## src/rtl/shift_sequencer.sv

```systemverilog
// Shift-register sequencer: one LOAD, bounded SHIFT steps, then a done pulse.
// Optional abort input enabled by defining SHIFT_ABORT_EN.
module shift_sequencer #(
    parameter int unsigned STEP_MAX = 1,
    parameter int unsigned CNT_W    = 5
) (
    input  logic       clk,
    input  logic       reset,
    input  logic       start,
    input  logic [1:0] shift_op,
    input  logic [4:0] shamt,
    input  logic       src_sel,
`ifdef SHIFT_ABORT_EN
    input  logic       abort,
`endif
    output logic [2:0] SHIFTER_control,
    output logic [4:0] shift_n,
    output logic       M_SHIFTER,
    output logic       busy,
    output logic       done
);

    typedef enum logic [1:0] {
        S_IDLE,
        S_LOAD,
        S_SHIFT,
        S_DONE
    } state_t;

    localparam logic [2:0] C_HOLD = 3'b000;
    localparam logic [2:0] C_LOAD = 3'b001;
    localparam logic [CNT_W-1:0] STEP = CNT_W'(STEP_MAX);

    state_t           state_q;
    logic [1:0]       op_q;
    logic [CNT_W-1:0] rem_q;
    logic [CNT_W-1:0] step_d;
    logic [CNT_W-1:0] rem_d;
    logic [2:0]       ctrl_q;
    logic [4:0]       n_q;
    logic             m_q;
    logic             busy_q;
    logic             done_q;
    logic             abort_w;

`ifdef SHIFT_ABORT_EN
    assign abort_w = abort;
`else
    assign abort_w = 1'b0;
`endif

    // Each step is clamped to what is left, so the counter cannot underflow.
    always_comb begin
        step_d = (rem_q > STEP) ? STEP : rem_q;
        rem_d  = rem_q - step_d;
    end

    function automatic logic [2:0] op_code(input logic [1:0] op);
        logic [2:0] c;
        c = C_HOLD;
        unique case (op)
            2'b00: c = 3'b010;
            2'b01: c = 3'b011;
            2'b10: c = 3'b100;
            2'b11: c = 3'b101;
        endcase
        return c;
    endfunction

    always_ff @(posedge clk) begin
        if (reset) begin
            state_q <= S_IDLE;
            op_q    <= 2'b00;
            rem_q   <= '0;
            ctrl_q  <= C_HOLD;
            n_q     <= 5'd0;
            m_q     <= 1'b0;
            busy_q  <= 1'b0;
            done_q  <= 1'b0;
        end else if (abort_w &&
                     (state_q == S_LOAD || state_q == S_SHIFT)) begin
            state_q <= S_IDLE;
            rem_q   <= '0;
            ctrl_q  <= C_HOLD;
            n_q     <= 5'd0;
            m_q     <= 1'b0;
            busy_q  <= 1'b0;
            done_q  <= 1'b0;
        end else begin
            unique case (state_q)
                S_IDLE: begin
                    ctrl_q <= C_HOLD;
                    n_q    <= 5'd0;
                    m_q    <= 1'b0;
                    busy_q <= 1'b0;
                    done_q <= 1'b0;
                    if (start) begin
                        state_q <= S_LOAD;
                        op_q    <= shift_op;
                        rem_q   <= CNT_W'(shamt);
                        m_q     <= src_sel;
                        ctrl_q  <= C_LOAD;
                        busy_q  <= 1'b1;
                    end
                end
                S_LOAD, S_SHIFT: begin
                    if (rem_q != '0) begin
                        state_q <= S_SHIFT;
                        ctrl_q  <= op_code(op_q);
                        n_q     <= 5'(step_d);
                        rem_q   <= rem_d;
                    end else begin
                        state_q <= S_DONE;
                        ctrl_q  <= C_HOLD;
                        n_q     <= 5'd0;
                        done_q  <= 1'b1;
                    end
                end
                S_DONE: begin
                    state_q <= S_IDLE;
                    ctrl_q  <= C_HOLD;
                    n_q     <= 5'd0;
                    m_q     <= 1'b0;
                    busy_q  <= 1'b0;
                    done_q  <= 1'b0;
                end
                default: state_q <= S_IDLE;
            endcase
        end
    end

    assign SHIFTER_control = ctrl_q;
    assign shift_n         = n_q;
    assign M_SHIFTER       = m_q;
    assign busy            = busy_q;
    assign done            = done_q;

endmodule

```

## config.mk

```make
export PLATFORM = sky130hd
export DESIGN_NAME = shift_sequencer
export DESIGN_NICKNAME = d
export VERILOG_FILES = /design/src/rtl/shift_sequencer.sv
export SDC_FILE = /design/constraint.sdc
export NUM_CORES = 1
export LEC_CHECK = 0
export CORE_AREA = 3 3 46 48
export CTS_CLUSTER_DIAMETER = 150
export DETAILED_ROUTE_END_ITERATION = 8
export DIE_AREA = 0 0 49 51
export PLACE_DENSITY_LB_ADDON = 0.25
export REMOVE_ABC_BUFFERS = 1
export SYNTH_ARGS = -nofsm -noshare
export SYNTH_HDL_FRONTEND = slang
export SYNTH_SLANG_ARGS = --single-unit
export TNS_END_PERCENT = 1
```

## constraint.sdc

```tcl
create_clock -name clk -period 3.61 [get_ports clk]
set_clock_uncertainty 0.1 [all_clocks]
set_input_delay 0.722 -clock clk [delete_from_list [all_inputs] [get_ports clk]]
set_output_delay 0.722 -clock clk [all_outputs]
set_load 0.01 [all_outputs]
```

==> metrics.txt <==
run status finished, final reports clean; full die area ~0.0025 sq mm; clk slew on worst S/H paths between 0.1 and 0.15 ns; combinational share of power 0.512; Mapped Cells ~100; Vias/cell around 5.3; synthesized area per cell 8.89 sq um; fraction of layout cells with a size suffix above 1 0.0640; Synth area leaders dfxtp_1, a21oi_1, ha_1, nand2_1, nor2b_1; WHS 0.335 ns; Seq cells post-synth 20; sequential area share after synthesis 0.446; Max Clk Rate slightly below 500 MHz; final hold violation count 0; IR drop worst, VDD 0.553 mV; CTS buffer count 3; MaxCap Viol Count 0; IO Port Bufs 21; Nets roughly 140; slowest CP cell ha_1; row count 15; Switching Power around 400 uW; CP Cell Sequence inv_1 -> ha_1 -> mux2_4 -> a31o_1 -> a221oi_2; Multi-input gate area around 460 sq um; post-route minimum period 2.06 ns; gr ovfl total 0; FFs w/ async S/R, synth 0; hold path cells 1; Final Power about 1.0 mW; synth-to-layout area growth 30.9%; Finish-stage setup viols 0; dpl hpwl approximately 1.3 mm; slew of the pin with the lowest slew margin 0.629 ns; Worst-Skew Late Latency about 0.3 ns; CP max stage delay 0.54 ns; Synth Flop Type dfxtp_1; number of antenna diodes 0; chip height a little over 50 microns; synth unique cells 33; Buf+Inv Stages, Crit Path 1; GPL Wtd Cong 0.780; CORE AREA about 0.0017 sq mm; TritonCTS Sinks 20; Setup CP Type flip-flop to flip-flop; Ys Warns 0; Clock Power Share 0.174; type of origin of the critical path flip-flop; pin count of the biggest net entering global routing 23; RSZ-0062 raised after global routing false; commonest cells in the netlist dfxtp_1, a21oi_1, nand2_1; H-tree levels 1; initial core utilization 0.515; Post-Route WL 1.81 mm; first-pass GRT wire length between 3 and 4 mm; post-CTS setup buffers 0; top cell type's share of synthesized area 0.446; mapped cell area approximately 900 sq um; CTS resizes 0; WP data arrival 2.18 ns; total number of vias about 800; root buffer cell clkbuf_4; top-count cell post-synth dfxtp_1; number of antenna violations at the first check in global routing 0; Max Slew Vio Count 0; delay-heaviest family, CP adder cells; worst min-delay path class flip-flop to flip-flop; Slew Limit Headroom 0.581; fillers ~150; Switching Fraction 0.395; TNS Setup 0 ns; Flop pwr share 0.314; Sequential Area about 400 sq um; Synth area leader dfxtp_1; PwrDens 885 mW/mm^2; Worst Setup End Kind flip-flop; vias in the first global route around 730; WP data required 3.74 ns; TritonCTS clock tree done; drt pass-1 iters 4; Routed wire per std cell between 10 and 15 microns; Pint about 630 uW; die span in x about 49 microns; Static Leak ~0.47 nW; GRT Util Overall 0.158; Detail Route Antenna Nets 0; number of cells on the worst reg-to-reg path 5; Stages on worst setup path 5; number of synthesized flops with an enable pin 0; drt drc 0; cts-stage hold buffer count 0; Max clock buf depth 2; final period utilization 0.570; Initial DRC Count 25; number of I/O pins 22; crit-path max FO 22
==> power groups by stage <==
| stage | logic (mW) | registers, mW | clock network, mW |
|---|---|---|---|
| floorplan | 0.372 | 0.337 | 0 |
| global placement | 0.518 | 0.329 | 0 |
| detailed placement | 0.530 | 0.333 | 0 |
| CTS | 0.533 | 0.328 | 0.184 |
| global route | 0.599 | 0.333 | 0.194 |
| finish | 0.532 | 0.327 | 0.181 |
==> metrics by stage <==
step	instances	area, sq um	util	setup slack, ns
floorplan	100	882	-	1.76
CTS	150	1180	0.674	1.54
finish	150	1180	0.674	1.55
global placement	146	1120	0.644	1.33
global route	150	1180	0.674	1.45
detailed placement	146	1120	0.644	1.31
==> kinds of logic (layout without fill, tap and decap cells) <==
| family | after synthesis | in the layout | synth area share |
|---|---|---|---|
| other | 1 | 4 | 0.00417 |
| muxes | 2 | 2 | 0.0279 |
| DFF | 20 | 20 | 0.446 |
| buffers and inverters | 9 | 30 | 0.0515 |
| AOI/OAI and AO/OA | 24 | 24 | 0.167 |
| adders and majority gates | 4 | 4 | 0.0557 |
| and+or+nand+nor | 41 | 41 | 0.248 |
==> metal layers <==
metal,routed length (microns),up-vias,part of all wire,GRT usage
met5,0,-,0,0
met1,772,361,0.43,0.192
li1,-,399,-,-
met3,119,5,0.066,0.0379
met2,889,27,0.49,0.258
met4,33,0,0.018,0.0853
==> placed cells by master, fill, tap and decap left out, types with 2 or more instances in the layout <==
cell             instances
a21oi_1                 12
nor2_1                   9
clkbuf_4                 3
o21ai_0                  2
nand2b_1                 2
dfxtp_1                 20
nor3_1                   2
ha_1                     4
o21ai_1                  3
inv_1                    5
conb_1                   4
nor2b_1                  6
clkdlybuf4s50_1         21
nand2_1                 10
nand3_1                  4
nor3b_1                  2
==> state kept, by name (all words and copies together) (netlist names) <==
name             flops
done                 1
busy                 1
M_SHIFTER            1
state_q              2
rem_q                5
SHIFTER_control      3
op_q                 2
shift_n              5
==> final cells by class <==
cell class                 instances  share of cell area
timing repair buffer              21               0.179
clock inverter                     1              0.0255
tap                               25              0.0266
clock buffer                       3              0.0191
multi-input combinational         75               0.394
inverter                           5              0.0160
sequential                        20               0.340
==> worst paths after layout <==
path | start | end | slack (ns)
setup / recovery | state_q[1] | rem_q[2] | 1.55
setup reg to reg | state_q[1] | rem_q[2] | 1.55
hold reg to reg | op_q[1] | SHIFTER_control[1] | 0.34
hold / removal | op_q[1] | SHIFTER_control[1] | 0.34
(Power assumes the default switching activity.)
